### config.mk
export PLATFORM = sky130hd
export DESIGN_NAME = sprite_mover_flat
export DESIGN_NICKNAME = d
export VERILOG_FILES = /design/src/rtl/sprite_mover_if.sv /design/src/rtl/sprite_mover.sv /design/src/flat_wrapper.sv
export SDC_FILE = /design/constraint.sdc
export NUM_CORES = 1
export LEC_CHECK = 0
export CORE_ASPECT_RATIO = 1.25
export CORE_MARGIN = 4
export CORE_UTILIZATION = 40
export DETAILED_ROUTE_END_ITERATION = 10
export PLACE_DENSITY = 0.7
export SETUP_SLACK_MARGIN = 0.15
export SLEW_MARGIN = 20
export SYNTH_ARGS = -nofsm -noshare
export SYNTH_HDL_FRONTEND = slang
export SYNTH_SLANG_ARGS = --single-unit
### constraint.sdc
create_clock -name clk -period 8.7 [get_ports clk]
set_input_delay 1.74 -clock clk [delete_from_list [all_inputs] [get_ports clk]]
set_output_delay 1.74 -clock clk [all_outputs]
set_load 0.05 [all_outputs]
### src/rtl/sprite_mover_if.sv
`default_nettype none
// ============================================================================
// Module   : sprite_mover_if
// Purpose  : Frame tick, direction levels and position outputs of sprite_mover
// Revision : 1.0
// ============================================================================
interface sprite_mover_if;
    logic       frame_tick;
    logic       move_up;
    logic       move_down;
    logic       move_left;
    logic       move_right;
    logic [9:0] pos_x;
    logic [9:0] pos_y;
    logic       step_pulse;

    modport master (
        output frame_tick, move_up, move_down, move_left, move_right,
        input  pos_x, pos_y, step_pulse
    );

    modport slave (
        input  frame_tick, move_up, move_down, move_left, move_right,
        output pos_x, pos_y, step_pulse
    );
endinterface
`default_nettype wire

### src/rtl/sprite_mover.sv
`default_nettype none
// ============================================================================
// Module   : sprite_mover
// Purpose  : Frame-synchronous object positioning with tap steps and auto-repeat
// Revision : 1.0
// ============================================================================
module sprite_mover #(
    parameter int H_RES        = 640,
    parameter int V_RES        = 480,
    parameter int OBJ_W        = 16,
    parameter int OBJ_H        = 16,
    parameter int STEP         = 8,
    parameter int X_INIT       = 312,
    parameter int Y_INIT       = 232,
    parameter int REPEAT_DELAY = 30,
    parameter int REPEAT_RATE  = 6
) (
    input  wire logic           clk,
    input  wire logic           rst,
    sprite_mover_if.slave       bus_if
);

    localparam logic [7:0]  DLY_LAST  = 8'(REPEAT_DELAY - 1);
    localparam logic [7:0]  RATE_LAST = 8'(REPEAT_RATE - 1);
    localparam logic [10:0] X_MAX     = 11'(H_RES - OBJ_W);
    localparam logic [10:0] Y_MAX     = 11'(V_RES - OBJ_H);
    localparam logic [10:0] STEP_W    = 11'(STEP);
    localparam logic [9:0]  X_RST     = 10'(X_INIT);
    localparam logic [9:0]  Y_RST     = 10'(Y_INIT);

    typedef enum logic [1:0] {
        IDLE   = 2'd0,
        DELAY  = 2'd1,
        REPEAT = 2'd2
    } state_t;

    state_t      state_q, state_d;
    logic [7:0]  cnt_q, cnt_d;
    logic [3:0]  held, held_q, rise;
    logic [3:0]  req_q, req_d, mask;
    logic        fire;
    logic        tick;
    logic [9:0]  pos_x_q, pos_x_d, pos_y_q, pos_y_d;
    logic        step_q, step_d;
    logic [10:0] x_sum, y_sum;

    // Bit order {up, down, left, right}
    assign held = {bus_if.move_up, bus_if.move_down, bus_if.move_left, bus_if.move_right};
    assign rise = held & ~held_q;
    assign tick = bus_if.frame_tick;

    always_comb begin
        state_d = state_q;
        cnt_d   = cnt_q;
        fire    = 1'b0;
        case (state_q)
            IDLE: begin
                if (|rise) begin
                    state_d = DELAY;
                    cnt_d   = 8'd0;
                end
            end
            DELAY: begin
                if (held == 4'd0) begin
                    state_d = IDLE;
                    cnt_d   = 8'd0;
                end else if (|rise) begin
                    cnt_d = 8'd0;
                end else if (tick) begin
                    if (cnt_q == DLY_LAST) begin
                        fire    = 1'b1;
                        cnt_d   = 8'd0;
                        state_d = REPEAT;
                    end else begin
                        cnt_d = cnt_q + 8'd1;
                    end
                end
            end
            REPEAT: begin
                if (held == 4'd0) begin
                    state_d = IDLE;
                    cnt_d   = 8'd0;
                end else if (|rise) begin
                    state_d = DELAY;
                    cnt_d   = 8'd0;
                end else if (tick) begin
                    if (cnt_q == RATE_LAST) begin
                        fire  = 1'b1;
                        cnt_d = 8'd0;
                    end else begin
                        cnt_d = cnt_q + 8'd1;
                    end
                end
            end
            default: begin
                state_d = IDLE;
                cnt_d   = 8'd0;
            end
        endcase
    end

    always_comb begin
        mask    = req_q | rise | (fire ? held : 4'd0);
        req_d   = tick ? 4'd0 : (req_q | rise);
        pos_x_d = pos_x_q;
        pos_y_d = pos_y_q;
        x_sum   = {1'b0, pos_x_q} + STEP_W;
        y_sum   = {1'b0, pos_y_q} + STEP_W;
        if (tick) begin
            // Opposing directions on one axis cancel each other
            if (mask[0] && !mask[1]) begin
                pos_x_d = (x_sum > X_MAX) ? X_MAX[9:0] : x_sum[9:0];
            end else if (mask[1] && !mask[0]) begin
                pos_x_d = ({1'b0, pos_x_q} < STEP_W) ? 10'd0 : pos_x_q - STEP_W[9:0];
            end
            if (mask[2] && !mask[3]) begin
                pos_y_d = (y_sum > Y_MAX) ? Y_MAX[9:0] : y_sum[9:0];
            end else if (mask[3] && !mask[2]) begin
                pos_y_d = ({1'b0, pos_y_q} < STEP_W) ? 10'd0 : pos_y_q - STEP_W[9:0];
            end
        end
        step_d = tick && ((pos_x_d != pos_x_q) || (pos_y_d != pos_y_q));
    end

    always_ff @(posedge clk or posedge rst) begin
        if (rst) begin
            state_q <= IDLE;
            cnt_q   <= 8'd0;
            held_q  <= 4'd0;
            req_q   <= 4'd0;
            pos_x_q <= X_RST;
            pos_y_q <= Y_RST;
            step_q  <= 1'b0;
        end else begin
            state_q <= state_d;
            cnt_q   <= cnt_d;
            held_q  <= held;
            req_q   <= req_d;
            pos_x_q <= pos_x_d;
            pos_y_q <= pos_y_d;
            step_q  <= step_d;
        end
    end

    assign bus_if.pos_x      = pos_x_q;
    assign bus_if.pos_y      = pos_y_q;
    assign bus_if.step_pulse = step_q;

endmodule
`default_nettype wire
### src/flat_wrapper.sv
// flat-port wrapper written by rule: the top's interface ports become plain ports
module sprite_mover_flat 
#(
    parameter int H_RES        = 640,
    parameter int V_RES        = 480,
    parameter int OBJ_W        = 16,
    parameter int OBJ_H        = 16,
    parameter int STEP         = 8,
    parameter int X_INIT       = 312,
    parameter int Y_INIT       = 232,
    parameter int REPEAT_DELAY = 30,
    parameter int REPEAT_RATE  = 6
)
  (clk, rst, bus_if_frame_tick, bus_if_move_up, bus_if_move_down, bus_if_move_left, bus_if_move_right, bus_if_pos_x, bus_if_pos_y, bus_if_step_pulse);
  sprite_mover_if bus_if_i ();
  input  wire logic clk;
  input  wire logic rst;
  input wire logic [$bits(bus_if_i.frame_tick)-1:0] bus_if_frame_tick;
  input wire logic [$bits(bus_if_i.move_up)-1:0] bus_if_move_up;
  input wire logic [$bits(bus_if_i.move_down)-1:0] bus_if_move_down;
  input wire logic [$bits(bus_if_i.move_left)-1:0] bus_if_move_left;
  input wire logic [$bits(bus_if_i.move_right)-1:0] bus_if_move_right;
  output wire logic [$bits(bus_if_i.pos_x)-1:0] bus_if_pos_x;
  output wire logic [$bits(bus_if_i.pos_y)-1:0] bus_if_pos_y;
  output wire logic [$bits(bus_if_i.step_pulse)-1:0] bus_if_step_pulse;
  assign bus_if_i.frame_tick = bus_if_frame_tick;
  assign bus_if_i.move_up = bus_if_move_up;
  assign bus_if_i.move_down = bus_if_move_down;
  assign bus_if_i.move_left = bus_if_move_left;
  assign bus_if_i.move_right = bus_if_move_right;
  assign bus_if_pos_x = bus_if_i.pos_x;
  assign bus_if_pos_y = bus_if_i.pos_y;
  assign bus_if_step_pulse = bus_if_i.step_pulse;
  sprite_mover #(.H_RES(H_RES), .V_RES(V_RES), .OBJ_W(OBJ_W), .OBJ_H(OBJ_H), .STEP(STEP), .X_INIT(X_INIT), .Y_INIT(Y_INIT), .REPEAT_DELAY(REPEAT_DELAY), .REPEAT_RATE(REPEAT_RATE)) u_core (.clk(clk), .rst(rst), .bus_if(bus_if_i));
endmodule
==> results.toml <==
[floorplanning]
chipHeight_um = 107
placeableCoreArea_mm2 = 0.00753
dieArea_mm2 = 0.00935
starting_density_of_the_core_pct = 41.7
num_io_pins = 28
num_rows = 35
die_width_um = 87.3

[final_layout]
antenna_cells_inserted = 0
flow.area_growth_from_synthesis_pct = 12.7
final_core_utilization_pct = 47.0
stdcell_area_mm2 = 0.00354
share_of_final_layout_standard_cells_stronger_than_drive_strength_1_pct = 7.90
nets = 421

[timing]
slew_headroom_pct = 39.9
fin_tns_setup_ns = 0
worstMarginPinSlew_ns = 0.894
report.final.hold_viol_count = 0
setup_viol = 0
maxSlewViolCount = 0
worst_clock_skew_ns = 0.0164
period_share_pct = 60.2
grt_setup_unrepaired = "no"
fin_crit_ns = 5.23
maxClockFrequency_ghz = 0.191

[place]
post_dp_cell_area_mm2 = 0.00344
post-dp-hpwl_um = 6050
gpl.final_weighted_congestion = 0.949
place.port_buffers = 27

[critical_path]
worst_r2r_startpoint = "u_core.bus_if.pos_x[4]"
cp-start-kind = "input pin"
worst-r2r-setup-slack_ns = 5.10
max_stage_delay_ns = 0.80
crit_arrival_ns = 5.39
crit_path_top_delay_cell = "sky130_fd_sc_hd__nor4_2"
setup_crit_path_kind = "input pin to flop"
critPathLaunch = "bus_if_move_down"
crit_chain = "clkdlybuf4s50_1 > nor2b_1 > nor4_2 > a31oi_2 > o31ai_1 > a21oi_1 > a2111oi_2 > and4_1 > a31oi_1 > or4_1"
critPathCaptureType = "flop"
required_ns = 8.86
critPathMaxFanout = 11

[synthesis]
synth_xor_area_share_pct = 1.39
netlist_instances = 391
synth_seq_cells = 39
synth-compound-area-share_pct = 27.8
synth-edff-count = 0
yosys_warnings = 0
synth.yosys.seq_area_share_pct = 31.4
synth.area.mux_share_pct = 1.31
dominant_combinational_cell_family_by_area_after_synthesis = "simple AND/OR/NAND/NOR gates"
synth_simple_gate_area_share_pct = 28.6
synth_async_sr_flop_share_pct = 100
ys_types = 67
postSynthNetCount = 408
synth_adder_area_share_pct = 3.98
postSynthAreaPerCell_um2 = 8.04
netlist_area_mm2 = 0.00314
synth_ff_type = "sky130_fd_sc_hd__dfrtp_1"

[global_route]
number_of_global_route_vias_before_repair = 3070
globalRouteOverflowTotal = 0
grt_antenna_before_repair = 0
wire_length_of_the_first_global_routing_pass_um = 14400
globalRouteTotalUtil_pct = 18.6
maximum_number_of_pins_on_one_net_before_global_route_repair = 40

[power_and_ir_drop]
power.leakage_nw = 1.39
power.share.sequential_pct = 31.0
power.clock.fraction_pct = 13.6
power.net_switching_mw = 0.501
power.density_cell_area_mw_per_mm2 = 286
vdd.ir_drop.worst_mv = 0.134
share_comb_of_total_power_pct = 55.4
power.switching_fraction_pct = 49.5
p_int_mw = 0.511

[routing]
drt_pass1_iterations = 5
drt_first_iter_violations = 323
ant_nets = 0
finalWirelength_um = 8400
vias_per_cell = 6.34
drc = 0
drt-wirelength-per-cell_um = 16.9
dr_vias = 3152

[clock_network]
cts.sinks = 39
cts-root-buf = "sky130_fd_sc_hd__clkbuf_8"
cts-root-to-sink-buffers = 2
cts_tree = "done"
path_clk_slew_ns = 0.07
ctsHtreeMaxLevel = 2
cts-hold-fix-buffers = 0
clk_latency_ns = 0.30
number_of_buffers_inserted_by_post_cts_setup_repair = 0
postCtsResizedCells = 0
cts_buffer_count = 5

[min_path]
hold_class = "flop to flop"
hold_path.startpoint = "u_core.bus_if.pos_y[1]"

[run_status]
run_status = "completed"

[job]
max_cap_violations = 0
final cells by class:
type	count	area, um2
Clock buffer	8	100
Timing Repair Buffer	29	285
Sequential cell	39	986
Fill cell	758	3990
Tap cell	92	115
Inverter	19	71.3
Multi-Input combinational cell	310	1980
final timing paths:
kind,end,cells past startpoint
worst max-delay path,u_core.bus_if.step_pulse,10
worst min-delay path,u_core.bus_if.pos_y[1],1
worst max register to register,u_core.bus_if.step_pulse,10
worst min register to register,u_core.bus_if.pos_y[1],1
max in group asynchronous,u_core.bus_if.pos_y[6],3
min in group asynchronous,u_core.cnt_q[7],3
cells in the final DEF, fill, tap and decap left out, types with 3 or more instances in the layout:
cell type,Yosys,final
sky130_fd_sc_hd__dfstp_2,8,8
sky130_fd_sc_hd__a21oi_1,17,17
sky130_fd_sc_hd__nor4_1,5,5
sky130_fd_sc_hd__nand4_1,7,7
sky130_fd_sc_hd__and2_1,8,8
sky130_fd_sc_hd__inv_1,18,18
sky130_fd_sc_hd__a21o_1,3,3
sky130_fd_sc_hd__nand2_1,35,35
sky130_fd_sc_hd__nand2b_1,6,6
sky130_fd_sc_hd__mux2i_1,3,3
sky130_fd_sc_hd__nor2_1,34,34
sky130_fd_sc_hd__and4_1,3,3
sky130_fd_sc_hd__or3_1,8,8
sky130_fd_sc_hd__o22ai_1,7,7
sky130_fd_sc_hd__a41oi_1,3,3
sky130_fd_sc_hd__dfrtp_1,31,31
sky130_fd_sc_hd__or4_1,6,6
sky130_fd_sc_hd__clkdlybuf4s50_1,0,27
sky130_fd_sc_hd__nand3_1,14,14
sky130_fd_sc_hd__and3_1,5,5
sky130_fd_sc_hd__clkbuf_8,0,7
sky130_fd_sc_hd__ha_1,10,10
sky130_fd_sc_hd__or2_2,4,4
sky130_fd_sc_hd__o211ai_1,5,5
sky130_fd_sc_hd__a2bb2oi_1,3,3
sky130_fd_sc_hd__o32ai_1,3,3
sky130_fd_sc_hd__nor2b_1,9,9
sky130_fd_sc_hd__xnor2_1,3,3
sky130_fd_sc_hd__a21boi_0,3,3
sky130_fd_sc_hd__o21ai_0,31,31
sky130_fd_sc_hd__a31oi_1,6,6
sky130_fd_sc_hd__o31ai_1,9,9
sky130_fd_sc_hd__o21a_1,4,4
sky130_fd_sc_hd__o21bai_1,4,4
sky130_fd_sc_hd__nor3_1,14,14
sequential cells by signal, summed over array words and instances, names as in the netlist:
signal,flops
u_core.held_q,4
u_core.bus_if.pos_y,10
u_core.bus_if.pos_x,10
u_core.bus_if.step_pulse,1
u_core.state_q,2
u_core.req_q,4
u_core.cnt_q,8
critical path: cells and delay by family:
kind                   cells  cell delay, ns
AOI/OAI and AO/OA          5            1.51
buffers and inverters      1            0.49
and+or+nand+nor            4            1.64
routing by layer:
layer  vias up  track usage (%)  wire (um)  part of all wire (%)
li1       1497                -          -                     -
met1      1492             24.0       3510                    42
met2       142             30.0       4170                    50
met3        21             3.15        515                   6.1
met4         0             8.66        206                   2.5
met5         -                0          0                     0
Yosys cell counts (3+ instances only):
master | instances | area [um2]
sky130_fd_sc_hd__a21boi_0 | 3 | 22.5
sky130_fd_sc_hd__a21o_1 | 3 | 22.5
sky130_fd_sc_hd__a21oi_1 | 17 | 85.1
sky130_fd_sc_hd__a2bb2oi_1 | 3 | 26.3
sky130_fd_sc_hd__a31oi_1 | 6 | 37.5
sky130_fd_sc_hd__a41oi_1 | 3 | 26.3
sky130_fd_sc_hd__and2_1 | 8 | 50.1
sky130_fd_sc_hd__and3_1 | 5 | 31.3
sky130_fd_sc_hd__and4_1 | 3 | 26.3
sky130_fd_sc_hd__buf_2 | 7 | 35.0
sky130_fd_sc_hd__clkbuf_1 | 13 | 48.8
sky130_fd_sc_hd__dfrtp_1 | 31 | 776
sky130_fd_sc_hd__dfstp_2 | 8 | 210
sky130_fd_sc_hd__ha_1 | 10 | 125
sky130_fd_sc_hd__inv_1 | 18 | 67.6
sky130_fd_sc_hd__mux2i_1 | 3 | 30.0
sky130_fd_sc_hd__nand2_1 | 35 | 131
sky130_fd_sc_hd__nand2b_1 | 6 | 37.5
sky130_fd_sc_hd__nand3_1 | 14 | 70.1
sky130_fd_sc_hd__nand4_1 | 7 | 43.8
sky130_fd_sc_hd__nor2_1 | 34 | 128
sky130_fd_sc_hd__nor2b_1 | 9 | 56.3
sky130_fd_sc_hd__nor3_1 | 14 | 70.1
sky130_fd_sc_hd__nor4_1 | 5 | 31.3
sky130_fd_sc_hd__o211ai_1 | 5 | 37.5
sky130_fd_sc_hd__o21a_1 | 4 | 30.0
sky130_fd_sc_hd__o21ai_0 | 31 | 155
sky130_fd_sc_hd__o21bai_1 | 4 | 30.0
sky130_fd_sc_hd__o22ai_1 | 7 | 43.8
sky130_fd_sc_hd__o31ai_1 | 9 | 67.6
sky130_fd_sc_hd__o32ai_1 | 3 | 26.3
sky130_fd_sc_hd__or2_2 | 4 | 25.0
sky130_fd_sc_hd__or3_1 | 8 | 50.1
sky130_fd_sc_hd__or4_1 | 6 | 45.0
sky130_fd_sc_hd__xnor2_1 | 3 | 26.3
cells by family (layout without fill, tap and decap cells):
group / count (synthesis) / after routing
AOI/OAI and AO/OA: 124 / 124
xor gates and xnor gates: 5 / 5
adders and majority gates: 10 / 10
buffers and inverters: 42 / 56
DFF: 39 / 39
muxes: 4 / 4
and+or+nand+nor: 167 / 167
per-stage QoR:
step / setup slack [ns] / power (mW) / hold slack, ns / instances
floorplan: 4.42 / 0.723 / 0.478 / 391
global placement: 3.37 / 0.865 / 0.500 / 489
detailed placement: 3.20 / 0.871 / 0.507 / 489
CTS: 3.52 / 1.01 / 0.524 / 497
global route: 3.11 / 1.09 / 0.560 / 497
finish: 3.47 / 1.01 / 0.525 / 497
power groups by stage:
stage          Combinational [mW]  Sequential, mW  Clock [mW]
6_report                    0.561           0.314       0.138
3_3_place_gp                0.550           0.315           0
2_1_floorplan               0.364           0.359           0
4_1_cts                     0.555           0.312       0.143
5_1_grt                     0.611           0.325       0.150
3_5_place_dp                0.554           0.317           0
Power figures use the tool's default switching activity.
